===== config.mk =====
export PLATFORM = sky130hd
export DESIGN_NAME = mult_accumulator_flat
export DESIGN_NICKNAME = d
export VERILOG_FILES = /design/src/rtl/mult_accumulator_if.sv /design/src/rtl/mult_accumulator.sv /design/src/flat_wrapper.sv
export SDC_FILE = /design/constraint.sdc
export NUM_CORES = 1
export LEC_CHECK = 0
export CORE_MARGIN = 10
export CORE_UTILIZATION = 50
export CTS_CLUSTER_DIAMETER = 150
export DETAILED_ROUTE_END_ITERATION = 8
export GPL_TIMING_DRIVEN = 0
export PLACE_DENSITY = 0.83
export SKIP_CTS_REPAIR_TIMING = 1
export SYNTH_ARGS = -nofsm -noshare
export SYNTH_HDL_FRONTEND = slang
export SYNTH_SLANG_ARGS = --single-unit

===== constraint.sdc =====
create_clock -name clk -period 6.3 [get_ports clk]
set_clock_uncertainty 0.05 [all_clocks]
set_input_delay 0.63 -clock clk [delete_from_list [all_inputs] [get_ports clk]]
set_output_delay 0.63 -clock clk [all_outputs]
set_load 0.05 [all_outputs]

===== src/rtl/mult_accumulator_if.sv =====
// ---------------------------------------------------------------------------
// mult_accumulator_if
//   Handshake bundle between the multiplier, the block accumulator and the
//   output formatter.
//
//   Parameters:
//     PROD_W - width of one unsigned product
//     ACC_W  - width of the block sum (PROD_W + guard bits)
//
//   Signals:
//     in_valid / in_ready / in_data           - product stream into the accumulator
//     out_valid / out_ready / out_data / out_ovf - block sum stream out of it
//
//   Modports:
//     slave  - the accumulator's view (consumes products, produces sums)
//     master - the surrounding logic's view (produces products, consumes sums)
// ---------------------------------------------------------------------------
interface mult_accumulator_if #(
    parameter int PROD_W = 32,
    parameter int ACC_W  = 40
);
    logic              in_valid;
    logic              in_ready;
    logic [PROD_W-1:0] in_data;
    logic              out_valid;
    logic              out_ready;
    logic [ACC_W-1:0]  out_data;
    logic              out_ovf;

    modport slave (
        input  in_valid,
        input  in_data,
        input  out_ready,
        output in_ready,
        output out_valid,
        output out_data,
        output out_ovf
    );

    modport master (
        output in_valid,
        output in_data,
        output out_ready,
        input  in_ready,
        input  out_valid,
        input  out_data,
        input  out_ovf
    );
endinterface


===== src/rtl/mult_accumulator.sv =====
// ---------------------------------------------------------------------------
// mult_accumulator
//   Sums each block of LEN unsigned products into a widened accumulator and
//   presents the block sum with a sticky overflow flag. One product is taken
//   per in_valid/in_ready handshake; the sum is held on the output until the
//   out_valid/out_ready handshake completes, and no products are taken
//   meanwhile.
//
//   Parameters:
//     PROD_W  - product width (multiplier output width)
//     GUARD_W - extra accumulator MSBs, ACC_W = PROD_W + GUARD_W
//     LEN     - products per block, 1..65535
//
//   Ports:
//     clk   - rising-edge clock
//     reset - synchronous active-high reset
//     bus   - mult_accumulator_if.slave (product input, block sum output)
//
//   Build option:
//     MULT_ACC_SAT_EN - when defined, the accumulator clamps to all-ones on a
//                       carry out instead of wrapping modulo 2^ACC_W.
// ---------------------------------------------------------------------------
module mult_accumulator #(
    parameter int PROD_W  = 32,
    parameter int GUARD_W = 8,
    parameter int LEN     = 16
) (
    input  logic                  clk,
    input  logic                  reset,
    mult_accumulator_if.slave     bus
);
    localparam int ACC_W = PROD_W + GUARD_W;
    localparam int CNT_W = $clog2(LEN + 1);
    localparam logic [CNT_W-1:0] LAST_IDX = CNT_W'(LEN - 1);

    typedef enum logic {
        ST_ACC,
        ST_HOLD
    } state_t;

    state_t             state_q, state_d;
    logic [ACC_W-1:0]   acc_q, acc_d;
    logic [CNT_W-1:0]   count_q, count_d;
    logic               ovf_q, ovf_d;
    logic [ACC_W-1:0]   out_data_q, out_data_d;
    logic               out_ovf_q, out_ovf_d;

    logic [ACC_W:0]     sum_ext;
    logic               carry;
    logic [ACC_W-1:0]   sum_acc;
    logic               accept;

    // The add is done one bit wider than the accumulator so the carry out of
    // the top accumulator bit is visible; that carry is the overflow event.
    // In the saturating build a carry pins the result at all-ones, and any
    // later nonzero add from all-ones carries again, so it stays pinned.
    always_comb begin
        sum_ext = {1'b0, acc_q} + {{(GUARD_W + 1){1'b0}}, bus.in_data};
        carry   = sum_ext[ACC_W];
`ifdef MULT_ACC_SAT_EN
        sum_acc = carry ? {ACC_W{1'b1}} : sum_ext[ACC_W-1:0];
`else
        sum_acc = sum_ext[ACC_W-1:0];
`endif
    end

    // Next-state logic. In ACC each accepted product is added; the LEN-th one
    // moves the finished sum into the output register and clears the running
    // state so the next block starts clean the moment HOLD is released.
    always_comb begin
        state_d    = state_q;
        acc_d      = acc_q;
        count_d    = count_q;
        ovf_d      = ovf_q;
        out_data_d = out_data_q;
        out_ovf_d  = out_ovf_q;
        accept     = bus.in_valid && (state_q == ST_ACC);

        case (state_q)
            ST_ACC: begin
                if (accept) begin
                    if (count_q == LAST_IDX) begin
                        out_data_d = sum_acc;
                        out_ovf_d  = ovf_q | carry;
                        acc_d      = '0;
                        count_d    = '0;
                        ovf_d      = 1'b0;
                        state_d    = ST_HOLD;
                    end else begin
                        acc_d   = sum_acc;
                        count_d = count_q + CNT_W'(1);
                        ovf_d   = ovf_q | carry;
                    end
                end
            end
            ST_HOLD: begin
                if (bus.out_ready) begin
                    state_d = ST_ACC;
                end
            end
            default: begin
                state_d = ST_ACC;
            end
        endcase
    end

    // State register with synchronous reset; a reset at any point throws
    // away the partial or pending block sum.
    always_ff @(posedge clk) begin
        if (reset) begin
            state_q    <= ST_ACC;
            acc_q      <= '0;
            count_q    <= '0;
            ovf_q      <= 1'b0;
            out_data_q <= '0;
            out_ovf_q  <= 1'b0;
        end else begin
            state_q    <= state_d;
            acc_q      <= acc_d;
            count_q    <= count_d;
            ovf_q      <= ovf_d;
            out_data_q <= out_data_d;
            out_ovf_q  <= out_ovf_d;
        end
    end

    // Handshake outputs come straight from the state so the two are mutually
    // exclusive and no input can slip in while a sum is pending.
    always_comb begin
        bus.in_ready  = (state_q == ST_ACC);
        bus.out_valid = (state_q == ST_HOLD);
        bus.out_data  = out_data_q;
        bus.out_ovf   = out_ovf_q;
    end
endmodule

===== src/flat_wrapper.sv =====
// flat-port wrapper written by rule: the top's interface ports become plain ports
module mult_accumulator_flat 
#(
    parameter int PROD_W  = 32,
    parameter int GUARD_W = 8,
    parameter int LEN     = 16
)
  (clk, reset, bus_in_valid, bus_in_data, bus_out_ready, bus_in_ready, bus_out_valid, bus_out_data, bus_out_ovf);
  mult_accumulator_if #(.PROD_W(PROD_W)) bus_i ();
  input  logic clk;
  input  logic reset;
  input wire logic [$bits(bus_i.in_valid)-1:0] bus_in_valid;
  input wire logic [$bits(bus_i.in_data)-1:0] bus_in_data;
  input wire logic [$bits(bus_i.out_ready)-1:0] bus_out_ready;
  output wire logic [$bits(bus_i.in_ready)-1:0] bus_in_ready;
  output wire logic [$bits(bus_i.out_valid)-1:0] bus_out_valid;
  output wire logic [$bits(bus_i.out_data)-1:0] bus_out_data;
  output wire logic [$bits(bus_i.out_ovf)-1:0] bus_out_ovf;
  assign bus_i.in_valid = bus_in_valid;
  assign bus_i.in_data = bus_in_data;
  assign bus_i.out_ready = bus_out_ready;
  assign bus_in_ready = bus_i.in_ready;
  assign bus_out_valid = bus_i.out_valid;
  assign bus_out_data = bus_i.out_data;
  assign bus_out_ovf = bus_i.out_ovf;
  mult_accumulator #(.PROD_W(PROD_W), .GUARD_W(GUARD_W), .LEN(LEN)) u_core (.clk(clk), .reset(reset), .bus(bus_i));
endmodule

### Word-level counts from Yosys, hierarchy flattened

Index checks and enable logic that the tools add are counted.

| storage, ports and cells | value |
|---|---|
| flip-flop bits (word level) | 88 |
| logic and storage cells | 21 |

| cells by class | value |
|---|---|
| reductions and logical operators | 3 |
| mux-type cells | 7 |
| $add $sub $neg | 2 |
| bitwise logic cells | 2 |
| eq/ne operators | 1 |

Operators by type and width:

| kind | number |
|---|---|
| $add A40 B32 Y41 | 1 |
| $mux W40 | 1 |
| $add A5 B1 Y5 const B | 1 |
| $eq A5 B4 Y1 const B | 1 |
| $mux W5 | 1 |
| $mux W1 | 4 |
| $reduce_and A3 Y1 | 1 |
| $pmux W1 S2 | 1 |
| $reduce_and A2 Y1 | 1 |
| $logic_and A1 B1 Y1 | 1 |
| $not A1 Y1 | 1 |
| $or A1 B1 Y1 | 1 |

### Longest topological paths before layout

| logic depth | value |
|---|---|
| word-level depth | 4 |
| mapped depth | 10 |
| gate-level depth less buffers | 10 |

### Worst setup path before layout

No wires, ideal clock.

| timing path | value |
|---|---|
| path kind | in2reg |
| from | input bus_in_data[0] |
| to | register u_core.ovf_q |
| arrival | 2.856 ns |
| cell stages on the path | 10 |
| library setup time | 0.133 ns |
| data required time | 6.117 ns |
| slack | 3.262 ns |
| buffers on the path | 0 |
| path through | ha_1 > fa_1 > a211oi_1 > o21ai_1 > a211o_1 > a2111o_1 > a31oi_4 > nor2_1 > a31oi_1 > nor3_1 |

| between the ends | value |
|---|---|
| word-level cells in the longest chain between the ends | 3 |

Ends and longest elaborated chain:

| item | line | text |
|---|---|---|
| from (decl) | flat_wrapper.sv:13 | `input wire logic [$bits(bus_i.in_data)-1:0] bus_in_data;` |
| $add A40 B32 Y41 | mult_accumulator.sv:58 | `sum_ext = {1'b0, acc_q} + {{(GUARD_W + 1){1'b0}}, bus.in_data};` |
| $or A1 B1 Y1 | mult_accumulator.sv:92 | `ovf_d = ovf_q \| carry;` |
| $mux W1 | mult_accumulator.sv:82 | `if (count_q == LAST_IDX) begin` |
| to (signal assigned) | mult_accumulator.sv:121 | `ovf_q <= ovf_d;` |
| to (decl) | mult_accumulator.sv:44 | `logic ovf_q, ovf_d;` |

No other way between the ends.
A chain may end at the register's enable or synchronous reset.

### Worst setup path after layout

| timing path | value |
|---|---|
| from | input bus_in_data[0] |
| to | register u_core.acc_q[38] |

| between the ends | value |
|---|---|
| word-level cells in the longest chain between the ends | 2 |

Ends and longest elaborated chain:

| item | line | text |
|---|---|---|
| $add A40 B32 Y41 | mult_accumulator.sv:58 |  |
| $mux W40 | mult_accumulator.sv:82 |  |
| to (signal assigned) | mult_accumulator.sv:112 | `acc_q <= '0;` |
| to (signal assigned) | mult_accumulator.sv:119 | `acc_q <= acc_d;` |
| to (decl) | mult_accumulator.sv:42 | `logic [ACC_W-1:0] acc_q, acc_d;` |

No other way between the ends.

==> flow_summary.json <==
{
  "areaGrowthSynthToFinish_pct": 20.8,
  "wire_per_inst_um": 19.1,
  "grt_pass1_vias": 5394,
  "met2_length_mm": 8.26,
  "critPathTopFamily": "compound AO/OA/AOI/OAI gates",
  "synth.area.top_cells": "dfxtp_1, ha_1, nand2_1",
  "setup_viol": 0,
  "numPortBuffers": 77,
  "start_kind": "input pin",
  "setup_tns_ns": 0,
  "fmax_mhz": 279,
  "met1_length_mm": 7.45,
  "via_per_inst": 6.19,
  "ant_nets": 0,
  "num_antenna_cells": 0,
  "cap_violations": 0,
  "end_kind": "register",
  "grtUsageTotal_pct": 22.5,
  "crit_type": "input pin to register",
  "drc": 0,
  "synth_nets": 752,
  "synth.largest_area_cell": "dfxtp_1",
  "ys_warn_count": 0,
  "hold_class": "register to register",
  "placed_cell_area_um2": 6340,
  "clkSlewWorstSetupHoldPaths_ns": 0.09,
  "rsz0062_at_grt": "no",
  "antenna_found_initial": 0,
  "yosysTopAreaCellShare_pct": 32.6,
  "grt_pass1_wl_mm": 27.5,
  "firstDrtPassIters": 5,
  "via_count": 5641,
  "clock-root-buffer": "clkbuf_8",
  "maxSlewViolCount": 0,
  "avgSynthCellArea_um2": 7.92,
  "nNetsFinal": 840,
  "synth-edff-count": 0,
  "hold_violations": 0,
  "stdcell_area_um2": 6520,
  "wl_mm": 17.4,
  "peakVddDrop_v": 0.000128,
  "clock_sinks": 88,
  "die-area_um2": 15400,
  "grt_max_degree": 16,
  "final_common_cell": "nand2_1",
  "max_stage_delay_ns": 0.50,
  "layout-drive-gt1-share_pct": 6.32,
  "timing.final.crit_share_pct": 57.0,
  "drtIter0Drc": 423,
  "slew_headroom_pct": 54.6,
  "synthFlopType": "dfxtp_1",
  "status": "finished, final reports clean",
  "worst_pin_slew_ns": 0.679,
  "synth_cell_type_count": 68,
  "power_leakage_nw": 2.54,
  "cts_made_buffers": 9,
  "cp_slowest_cell": "a2111o_1",
  "crit_chain": "clkdlybuf4s50_1 -> ha_1 -> fa_1 -> a211oi_1 -> o21ai_1 -> a211o_1 -> a2111o_1 -> a31oi_4 -> nand2b_1 -> o31ai_1",
  "top_layer_used": "met4",
  "ff2ff_setup_slack_ns": 3.06,
  "ys_ff_latch": 88,
  "clock_path_buffers": 2,
  "min_period_ns": 3.59,
  "grt_overflow": 0,
  "place_hpwl_mm": 13.4,
  "netlist_instances": 682,
  "core_area_um2": 10400,
  "synthArstFlopShare_pct": 0,
  "path_buf_inv": 1,
  "std_cell_rows": 37,
  "seq_area_frac_synth_pct": 32.6,
  "met3_length_mm": 1.21,
  "synth.cell_area_um2": 5400,
  "ioPinCount": 79,
  "powerDensity_nw_per_um2": 238,
  "clk_latency_ns": 0.37,
  "gp_congestion": 0.895,
  "required_ns": 6.49,
  "final_cell_mix": "nand2_1, dfxtp_1, clkdlybuf4s50_1, a21oi_1, nor2_1",
  "h-tree-depth": 3,
  "die_w_um": 124,
  "initial_core_util_pct": 51.8,
  "cts_tree": "yes",
  "critPathArrivalTime_ns": 3.78,
  "fp.dieH_um": 124,
  "crit_fanout": 9
}
==> stage by stage <==
| stage | util, % | power (mW) | worst slack (ns) | instances | hold WS (ns) |
|---|---|---|---|---|---|
| 5_1_grt | 62.6 | 1.63 | 2.59 | 911 | 0.426 |
| 2_1_floorplan | - | 1.03 | 3.26 | 682 | 0.379 |
| 6_report | 62.6 | 1.55 | 2.71 | 911 | 0.403 |
| 4_1_cts | 62.6 | 1.55 | 2.75 | 911 | 0.409 |
| 3_3_place_gp | 60.9 | 1.16 | 2.42 | 895 | 0.380 |
| 3_5_place_dp | 60.9 | 1.17 | 2.37 | 895 | 0.396 |
==> path summary, 6_finish.rpt <==
check	start	end	cells after the start
max	bus_in_data[0]	u_core.acc_q[38]	10
min	u_core.bus.out_data[34]	u_core.bus.out_data[34]	2
max reg2reg	u_core.acc_q[0]	u_core.acc_q[38]	9
min reg2reg	u_core.bus.out_data[34]	u_core.bus.out_data[34]	2
==> state kept, by name, indices dropped and copies added (netlist names) <==
| name | flops |
|---|---|
| u_core.count_q | 5 |
| u_core.bus.out_valid | 1 |
| u_core.ovf_q | 1 |
| u_core.acc_q | 40 |
| u_core.bus.out_ovf | 1 |
| u_core.bus.out_data | 40 |
==> where the power goes <==
group,total [mW],internal (mW),switching [mW]
clock network,0.373,0.155,0.218
registers,0.610,0.590,0.0206
logic,0.567,0.217,0.350
==> area by class of cell <==
type | count | area (um2)
tap | 136 | 170
clock inverter | 6 | 42.5
sequential | 88 | 1760
inverter | 8 | 30.0
timing repair buffer | 77 | 771
buffer | 51 | 233
clock buffer | 10 | 138
fill | 925 | 3900
multi-input combinational | 535 | 3370
==> worst reg2reg max path, stage by stage, from the launching register on <==
cell      delay, ns
dfxtp_1        0.33
ha_1           0.22
fa_1           0.45
a211oi_1       0.24
o21ai_1        0.20
a211o_1        0.40
a2111o_1       0.50
a31oi_4        0.35
nand2b_1       0.28
o31ai_1        0.10
==> cells in the mapped netlist, types with 13 or more instances <==
cell type / count
xnor2_1: 21
buf_2: 15
nand3_1: 15
dfxtp_1: 88
o21ai_0: 28
a21oi_1: 69
nor3_1: 15
nor2_1: 54
a22o_1: 16
ha_1: 33
o31ai_1: 13
nand4_1: 21
clkbuf_1: 28
nand2_1: 101
a21o_1: 16
a22oi_1: 14
==> layer usage <==
layer	track usage [%]	vias to the layer above
met2	38.3	207
met3	3.67	31
met4	10.1	0
li1	-	2692
met1	27.4	2711
met5	0	-
==> logic make-up (layout without fill, tap and decap cells) <==
kind of cell | count (synthesis) | after routing | synth area share, %
AOI/OAI and AO/OA | 225 | 225 | 28.4
xor gates and xnor gates | 28 | 28 | 4.54
adders and majority gates | 34 | 34 | 8.02
buffers and inverters | 59 | 152 | 4.87
DFF | 88 | 88 | 32.6
muxes | 1 | 1 | 0.185
and+or+nand+nor | 247 | 247 | 21.3
No activity file was read; power rests on OpenSTA's default activity.
